### src/rtl/wash_timer_if.sv
// wash_timer_if
//   Bundles the washing-machine FSM <-> wash timer signals.
//   master : the washing-machine FSM (drives requests, reads status)
//   slave  : wash_timer_ctrl (reads requests, drives status)
//   Signals:
//     TIMER_EN    start/hold request, low aborts
//     TIMER_SEL   duration select: 01 med, 10 high, 11 spin, 00 invalid
//     DOOR_SENSOR high = door closed (only used by the pause feature)
//     TIMER_DONE  high while the timer is expired
//     BUSY        high while a run is in progress (running or paused)
//     REMAINING   ticks left in the current run
//     SEL_ERR     one-cycle pulse when a start is rejected
interface wash_timer_if #(
  parameter int CNT_W = 16
);
  logic             TIMER_EN;
  logic [1:0]       TIMER_SEL;
  logic             DOOR_SENSOR;
  logic             TIMER_DONE;
  logic             BUSY;
  logic [CNT_W-1:0] REMAINING;
  logic             SEL_ERR;

  modport master (
    output TIMER_EN, TIMER_SEL, DOOR_SENSOR,
    input  TIMER_DONE, BUSY, REMAINING, SEL_ERR
  );

  modport slave (
    input  TIMER_EN, TIMER_SEL, DOOR_SENSOR,
    output TIMER_DONE, BUSY, REMAINING, SEL_ERR
  );
endinterface

### src/rtl/wash_timer_ctrl.sv
// wash_timer_ctrl
//   Wash/spin duration timer for a washing-machine controller.  A start
//   request loads the selected duration (in ticks) and counts it down, one
//   tick every PRESCALE clock cycles; TIMER_DONE is held while expired until
//   the request is dropped.
//
//   Optional feature: define WASH_TIMER_PAUSE_EN to freeze the countdown
//   while the door is open (DOOR_SENSOR low).  Without the macro the door
//   input is ignored and no pause state exists in hardware.
//
//   Ports:
//     CLK  single clock, rising edge
//     RST  synchronous, active-low reset
//     bus  wash_timer_if.slave (TIMER_EN, TIMER_SEL, DOOR_SENSOR in;
//          TIMER_DONE, BUSY, REMAINING, SEL_ERR out)
module wash_timer_ctrl #(
  parameter int PRESCALE = 1000,
  parameter int T_MED    = 30,
  parameter int T_HIGH   = 45,
  parameter int T_SPIN   = 20,
  parameter int CNT_W    = 16
) (
  input  logic          CLK,
  input  logic          RST,
  wash_timer_if.slave   bus
);

  localparam int PW = (PRESCALE > 1) ? $clog2(PRESCALE) : 1;

  localparam logic [PW-1:0]    P_MAX  = PW'(PRESCALE - 1);
  localparam logic [PW-1:0]    P_ZERO = '0;
  localparam logic [PW-1:0]    P_ONE  = PW'(1);
  localparam logic [CNT_W-1:0] C_ZERO = '0;
  localparam logic [CNT_W-1:0] C_ONE  = CNT_W'(1);
  localparam logic [CNT_W-1:0] D_MED  = CNT_W'(T_MED);
  localparam logic [CNT_W-1:0] D_HIGH = CNT_W'(T_HIGH);
  localparam logic [CNT_W-1:0] D_SPIN = CNT_W'(T_SPIN);

  typedef enum logic [1:0] {
    S_IDLE    = 2'd0,
    S_RUN     = 2'd1,
    S_PAUSE   = 2'd2,
    S_EXPIRED = 2'd3
  } state_t;

  state_t           r_state, w_state_nxt;
  logic [PW-1:0]    r_presc, w_presc_nxt;
  logic [CNT_W-1:0] r_rem,   w_rem_nxt;
  logic             r_sel_err, w_sel_err_nxt;

  // Duration lookup; 00 never reaches here because it is rejected first.
  function automatic logic [CNT_W-1:0] duration(input logic [1:0] sel);
    case (sel)
      2'b01:   duration = D_MED;
      2'b10:   duration = D_HIGH;
      default: duration = D_SPIN;
    endcase
  endfunction

  // State register
  always_ff @(posedge CLK) begin
    if (!RST) begin
      r_state   <= S_IDLE;
      r_presc   <= P_ZERO;
      r_rem     <= C_ZERO;
      r_sel_err <= 1'b0;
    end else begin
      r_state   <= w_state_nxt;
      r_presc   <= w_presc_nxt;
      r_rem     <= w_rem_nxt;
      r_sel_err <= w_sel_err_nxt;
    end
  end

  // Next-state logic
  always_comb begin
    w_state_nxt   = r_state;
    w_presc_nxt   = r_presc;
    w_rem_nxt     = r_rem;
    w_sel_err_nxt = 1'b0;

    case (r_state)
      S_IDLE: begin
        if (bus.TIMER_EN) begin
          if (bus.TIMER_SEL != 2'b00) begin
            // The selection only matters here; later changes are ignored
            // because the duration now lives in r_rem.
            w_rem_nxt   = duration(bus.TIMER_SEL);
            w_presc_nxt = P_ZERO;
            w_state_nxt = S_RUN;
          end else begin
            w_sel_err_nxt = 1'b1;
          end
        end
      end

`ifdef WASH_TIMER_PAUSE_EN
      S_RUN, S_PAUSE: begin
`else
      S_RUN: begin
`endif
        if (!bus.TIMER_EN) begin
          // Abort outranks both expiry and pause.
          w_state_nxt = S_IDLE;
          w_rem_nxt   = C_ZERO;
          w_presc_nxt = P_ZERO;
        end
`ifdef WASH_TIMER_PAUSE_EN
        else if (!bus.DOOR_SENSOR) begin
          // Door open: freeze counters; also defers an expiry on this edge.
          w_state_nxt = S_PAUSE;
        end
`endif
        else begin
          // Counting edge.  A resume edge out of PAUSE counts as well, so
          // the run is stretched by exactly the number of door-open edges.
          w_state_nxt = S_RUN;
          if (r_presc == P_MAX) begin
            w_presc_nxt = P_ZERO;
            if (r_rem <= C_ONE) begin
              w_rem_nxt   = C_ZERO;
              w_state_nxt = S_EXPIRED;
            end else begin
              w_rem_nxt = r_rem - C_ONE;
            end
          end else begin
            w_presc_nxt = r_presc + P_ONE;
          end
        end
      end

      S_EXPIRED: begin
        // Holding the request keeps TIMER_DONE up; only a low cycle re-arms.
        if (!bus.TIMER_EN) begin
          w_state_nxt = S_IDLE;
          w_rem_nxt   = C_ZERO;
          w_presc_nxt = P_ZERO;
        end
      end

      default: begin
        w_state_nxt = S_IDLE;
        w_rem_nxt   = C_ZERO;
        w_presc_nxt = P_ZERO;
      end
    endcase
  end

  assign bus.TIMER_DONE = (r_state == S_EXPIRED);
  assign bus.BUSY       = (r_state == S_RUN) || (r_state == S_PAUSE);
  assign bus.REMAINING  = r_rem;
  assign bus.SEL_ERR    = r_sel_err;

endmodule

### src/flat_wrapper.sv
// flat-port wrapper written by rule: the top's interface ports become plain ports
module wash_timer_ctrl_flat 
#(
  parameter int PRESCALE = 1000,
  parameter int T_MED    = 30,
  parameter int T_HIGH   = 45,
  parameter int T_SPIN   = 20,
  parameter int CNT_W    = 16
)
  (CLK, RST, bus_TIMER_EN, bus_TIMER_SEL, bus_DOOR_SENSOR, bus_TIMER_DONE, bus_BUSY, bus_REMAINING, bus_SEL_ERR);
  wash_timer_if #(.CNT_W(CNT_W)) bus_i ();
  input  logic CLK;
  input  logic RST;
  input wire logic [$bits(bus_i.TIMER_EN)-1:0] bus_TIMER_EN;
  input wire logic [$bits(bus_i.TIMER_SEL)-1:0] bus_TIMER_SEL;
  input wire logic [$bits(bus_i.DOOR_SENSOR)-1:0] bus_DOOR_SENSOR;
  output wire logic [$bits(bus_i.TIMER_DONE)-1:0] bus_TIMER_DONE;
  output wire logic [$bits(bus_i.BUSY)-1:0] bus_BUSY;
  output wire logic [$bits(bus_i.REMAINING)-1:0] bus_REMAINING;
  output wire logic [$bits(bus_i.SEL_ERR)-1:0] bus_SEL_ERR;
  assign bus_i.TIMER_EN = bus_TIMER_EN;
  assign bus_i.TIMER_SEL = bus_TIMER_SEL;
  assign bus_i.DOOR_SENSOR = bus_DOOR_SENSOR;
  assign bus_TIMER_DONE = bus_i.TIMER_DONE;
  assign bus_BUSY = bus_i.BUSY;
  assign bus_REMAINING = bus_i.REMAINING;
  assign bus_SEL_ERR = bus_i.SEL_ERR;
  wash_timer_ctrl #(.PRESCALE(PRESCALE), .T_MED(T_MED), .T_HIGH(T_HIGH), .T_SPIN(T_SPIN), .CNT_W(CNT_W)) u_core (.CLK(CLK), .RST(RST), .bus(bus_i));
endmodule
### config.mk
export PLATFORM = sky130hd
export DESIGN_NAME = wash_timer_ctrl_flat
export DESIGN_NICKNAME = d
export VERILOG_FILES = /design/src/rtl/wash_timer_if.sv /design/src/rtl/wash_timer_ctrl.sv /design/src/flat_wrapper.sv
export SDC_FILE = /design/constraint.sdc
export NUM_CORES = 1
export LEC_CHECK = 0
export BUFFER_PORTS_ARGS = -buffer_cell sky130_fd_sc_hd__buf_2
export CAP_MARGIN = 40
export CORE_ASPECT_RATIO = 0.75
export CORE_MARGIN = 2
export CORE_UTILIZATION = 30
export DETAILED_ROUTE_END_ITERATION = 8
export HOLD_SLACK_MARGIN = 0.03
export REMOVE_ABC_BUFFERS = 1
export SLEW_MARGIN = 20
export SYNTH_ARGS = -nofsm -noshare
export SYNTH_HDL_FRONTEND = slang
export SYNTH_SLANG_ARGS = --single-unit
### constraint.sdc
create_clock -name CLK -period 2.8 [get_ports CLK]
set_clock_uncertainty 0.1 [all_clocks]
set_input_delay 0.42 -clock CLK [delete_from_list [all_inputs] [get_ports CLK]]
set_output_delay 0.42 -clock CLK [all_outputs]
set_load 0.1 [all_outputs]
# --- Yosys cells after proc, flatten, opt, wreduce, memory -nomap -nowiden ---
# Cells that the tools add are included.
totals:
  regBits: 29
  out_inout_bits: 19
  input_bits: 6
  elab_cells: 45
classes:
  reduce_logical: 6
  add_sub_neg: 2
  order_cmp: 1
  eq_ne: 10
  muxes: 22
op_table:
  columns: ["cell", "count"]
  rows:
  - ["two-way mux 16 bit", 6]
  - ["two-way mux 10 bit", 5]
  - ["one-hot mux 16 bit (3 select lines)", 1]
  - ["one-hot mux 10 bit (3 select lines)", 1]
  - ["<= comparator 16 x 1 -> 1 bit, second input constant", 1]
  - ["subtractor 16 x 1 -> 16 bit, second input constant", 1]
  - ["two-way mux 2 bit", 6]
  - ["one-hot mux 6 bit (2 select lines)", 1]
  - ["adder 10 x 1 -> 10 bit, second input constant", 1]
  - ["== test 10 bit, second input constant", 1]
  - ["== test 2 bit, second input constant", 3]
  - ["one-hot mux 2 bit (3 select lines)", 1]
  - ["AND reduction 3 bit", 2]
  - ["== test 2 x 1 -> 1 bit, second input constant", 2]
  - ["inequality test 2 bit, second input constant", 2]
  - ["AND reduction 4 bit", 1]
  - ["inequality test 3 x 2 -> 1 bit, second input constant", 1]
  - ["logical NOT 2 bit", 1]
  - ["inequality test 2 x 1 -> 1 bit, second input constant", 1]
  - ["nonzero test 2 bit", 1]
  - ["logical OR 1 bit", 1]
  - ["two-way mux 1 bit", 1]

# --- Depth between registers and ports, before layout ---
depth:
  ltp_word: 5
  ltp_mapped: 8
  ltp_nobuf: 7

# --- Worst setup path after synthesis ---
# Ideal clock, no wire load.
synth_timing:
  kind: "flip-flop to flip-flop"
  startpoint: "register u_core.r_rem[0] (netlist: u_core.bus.REMAINING[0])"
  endpoint: "register u_core.r_rem[3] (netlist: u_core.bus.REMAINING[3])"
  t_required_ns: 2.630
  t_arrival_ns: 2.381
  path_stages_with_launch: 8
  slack_ns: 0.248
  period_less_slack_ns: 2.552
  path_buffers: 1
  setup_time_ns: 0.070
  path_cell_list: "dfxtp_1 > inv_1 > ha_1 > o211ai_1 > o21ai_0 > buf_2 > o41ai_1 > o2bb2ai_1"
synth_between:
  elab_chain_len: 5
  elab_cells_between_ends: 6
  classes_between: "add/sub: 1; order compare: 1; mux: 4"
synth_rtl:
  columns: ["item", "line", "text"]
  rows:
  - ["from (decl)", "wash_timer_ctrl.sv:48", "logic [CNT_W-1:0] r_rem, w_rem_nxt;"]
  - ["from (signal assigned)", "wash_timer_ctrl.sv:70", "r_rem <= w_rem_nxt;"]
  - ["subtractor 16 x 1 -> 16 bit or <= comparator 16 x 1 -> 1 bit (tied branches)", "wash_timer_ctrl.sv:124, wash_timer_ctrl.sv:120", null]
  - ["two-way mux 16 bit (*)", "wash_timer_ctrl.sv:120", "if (r_rem <= C_ONE) begin"]
  - ["two-way mux 16 bit (*)", "wash_timer_ctrl.sv:118", "if (r_presc == P_MAX) begin"]
  - ["two-way mux 16 bit (*)", "wash_timer_ctrl.sv:102", "if (!bus.TIMER_EN) begin"]
  - ["one-hot mux 16 bit (3 select lines) (*)", "wash_timer_ctrl.sv:82", "case (r_state)"]
# Mark *: on every way between the ends. The rest lies on a longest branch, timed or not. The select of a mux whose other input is x is not followed.
# A chain may end at the register's enable or synchronous reset.

# --- Final worst setup path ---
layout_timing:
  startpoint: "register u_core.r_rem[0] (netlist: u_core.bus.REMAINING[0])"
  endpoint: "register u_core.r_rem[12] (netlist: u_core.bus.REMAINING[12])"
# The elaborated chain is that of the path after synthesis.

==> flow_summary_export.csv <==
group,metric,value,unit
power_and_ir_drop,vdd_ir_drop_max,327.4,µV
power_and_ir_drop,power_switching,0.5844,mW
setup_path,path_cells,"inv_1 -> ha_1 -> nor3b_2 -> nand2_1 -> or3_1 -> a31o_1 -> a21o_1",
layout,fillers,565,
routing,finalWirelength,4078,µm
setup_path,cp_max_fo,6,
power_and_ir_drop,clkPwrFrac,0.274,
clock_tree,cts-root-buf,"clkbuf_8",
run,maxCapViolCount,0,
layout,utilization,0.3683,
routing,drtAntennaViolNets,0,
placed_design,routabilityCongestion,0.8102,
timing,period_share,0.8397,
grt,grt_usage,0.1385,
timing,tns,0,ns
setup_path,critPathLaunchType,"flop",
logic_synthesis,yosysMostFrequentCell,"dfxtp_1",
floorplanning,rows,23,
logic_synthesis,syn_area,0.001688,mm²
layout,fin_area,0.001982,mm²
logic_synthesis,synth-edff-count,0,
logic_synthesis,synth_top_cell_area_share,0.3440,
logic_synthesis,ys_async_sr_fraction,0,
floorplanning,start_util,0.3136,
clock_tree,cts.reportedPaths.clkPinSlew,0.07,ns
timing,clock.fmax,0.4253,GHz
floorplanning,core,0.005381,mm²
placed_design,port_buffers,23,
clock_tree,ctsResizeCount,0,
setup_path,cpPeakStageDelay,0.44,ns
clock_tree,cts_tree,"yes",
floorplanning,die_w,90.61,µm
power_and_ir_drop,p_int,0.8139,mW
power_and_ir_drop,share_comb_of_total_power,0.387,
logic_synthesis,avgSynthCellArea,8.791,µm²
layout,nNetsFinal,234,
logic_synthesis,synth_seq_cells,29,
setup_path,required,2.87,ns
clock_tree,clk_latency,0.27,ns
routing,dr.pass1.iters,4,
routing,routedWlPerCell,13.87,µm
floorplanning,dieArea,0.006248,mm²
setup_path,crit_type,"flop to flop",
timing,setup_viol_count_final,0,
logic_synthesis,synthTopCellsByArea,"dfxtp_1 (34%), ha_1 (7.4%), xnor2_1 (4.7%), nor2_1 (4.0%), nand2_1 (3.6%)",
logic_synthesis,synthTopCellsByCount,"dfxtp_1 (29), nor2_1 (18), nand2_1 (16)",
clock_tree,numCtsBuffers,5,
grt,grt_max_degree,16,
routing,drc,0,
logic_synthesis,synth_largest_area_cell,"dfxtp_1",
layout,syn_to_final_growth,17.42,%
grt,grt_pass1_wl,6893,µm
floorplanning,die_h,68.96,µm
logic_synthesis,synth-main-ff-cell,"dfxtp_1",
layout,multi_input_area,0.001031,mm²
clock_tree,htreeDepth,2,
placed_design,post-dp-hpwl,2969,µm
placed_design,dpl.cell_count,286,
clock_tree,clk_path_buf_depth,2,
timing,period_needed,2.351,ns
logic_synthesis,yosys_warnings,0,
timing,hold_viol,0,
layout,layout-drive-gt1-share,0.2146,
setup_path,worstPathArrival,2.42,ns
clock_tree,clock_sinks,29,
layout,antenna_cells,0,
timing,relSlewSlack,0.6588,
grt,overflow,0,
power_and_ir_drop,p_per_area,705.6,mW/mm²
setup_path,cp-end-kind,"flop",
power_and_ir_drop,leakagePower,0.8276,nW
timing,drv_slew,0,
timing,rsz0062_at_grt,"no",
clock_tree,cts_hold_buf,0,
worst_hold_path,hp-class,"input port to flop",
routing,drt-vias-per-instance,5.160,
power_and_ir_drop,seqPwrFrac,0.339,
clock_tree,cts_setup_buffers,0,
logic_synthesis,synth_cell_types,51,
grt,grt_pass1_vias,1368,
routing,drtIter0Drc,113,
outcome,status,"complete, no violations",
grt,antenna_found_initial,0,
floorplanning,io_pins,25,
placed_design,placed_cell_area,0.001881,mm²
timing,worst_slew_pin_slew,0.5084,ns
routing,dr_total_vias,1517,
setup_path,cp_slowest_cell,"nor3b_2",
logic_synthesis,syn_inst,192,
power_and_ir_drop,swShare,0.4179,
layout,register_area,580.6,µm²
layout,stdcell_count,294,
logic_synthesis,ys_seq_area_frac,0.3440,
==> area by class of cell <==
| class | count | share of cell area |
|---|---|---|
| timing repair buffer | 26 | 0.06944 |
| multi-input combinational | 146 | 0.5202 |
| inverter | 10 | 0.01894 |
| clock buffer | 7 | 0.04861 |
| clock inverter | 1 | 0.002525 |
| sequential | 29 | 0.2929 |
| tap | 75 | 0.04735 |
==> stage by stage <==
| stage | total power [mW] | setup WS (ns) | hold slack, ns |
|---|---|---|---|
| final | 1.398 | 0.4488 | 0.3731 |
| after global routing | 1.479 | 0.3251 | 0.3981 |
| after CTS | 1.404 | 0.4801 | 0.3716 |
| after detailed placement | 1.015 | 0.3888 | 0.3708 |
| after global placement | 1.017 | 0.4128 | 0.3592 |
| after floorplan | 0.9044 | 0.1358 | 0.3486 |
==> logic make-up after synthesis <==
logic type                 synth area share
AOI/OAI and AO/OA                    0.1868
xor gates and xnor gates            0.07265
adders and majority gates           0.07413
buffers and inverters               0.04522
DFF                                  0.3440
and+or+nand+nor                      0.2772
==> critical path: cells and delay by family (launching register included) <==
family	cells	cell delay, ns
AND/OR/NAND/NOR	3	1.05
adder cells (fa/ha/maj)	1	0.25
buffers and inverters	1	0.11
AO/OA/AOI/OAI	2	0.38
flip-flops	1	0.36
==> power by group through the flow <==
stage	clock network, mW	logic (mW)	registers, mW
after CTS	0.394	0.537	0.474
after floorplan	0	0.268	0.636
after global placement	0	0.534	0.482
final	0.384	0.541	0.473
after detailed placement	0	0.531	0.483
after global routing	0.415	0.586	0.478
==> placed cells by master, fill, tap and decap left out, types with 3 or more instances in the layout <==
cell type	n
a21o_1	3
buf_2	23
buf_4	3
clkbuf_8	7
dfxtp_1	29
ha_1	10
inv_1	10
nand2_1	16
nand3_1	6
nand4_1	3
nor2_1	18
nor3_1	9
nor4_1	8
o21a_1	3
o21ai_0	6
o22ai_1	3
o2bb2ai_1	3
o41ai_1	3
or3_1	4
or4_1	3
xnor2_1	9
xor2_1	5
==> routing by layer <==
metal  share of wire  global-route usage
met5               0                   0
met4          0.0039             0.02885
met2            0.40              0.1912
met1            0.53              0.2170
met3           0.066             0.02717
==> final timing paths <==
path,cells past startpoint,slack [ns],startpoint,to
worst min-delay path,2,0.37,RST,u_core.bus.REMAINING[8]
worst max register to register,7,0.45,u_core.bus.REMAINING[0],u_core.bus.REMAINING[12]
worst max-delay path,7,0.45,u_core.bus.REMAINING[0],u_core.bus.REMAINING[12]
worst min register to register,2,0.38,u_core.r_state[1],u_core.r_state[1]
==> sequential cells by signal, indices dropped and copies added, names as in the netlist <==
register,flops
u_core.r_presc,10
u_core.bus.SEL_ERR,1
u_core.bus.REMAINING,16
u_core.r_state,2
Power figures use the tool's default switching activity.
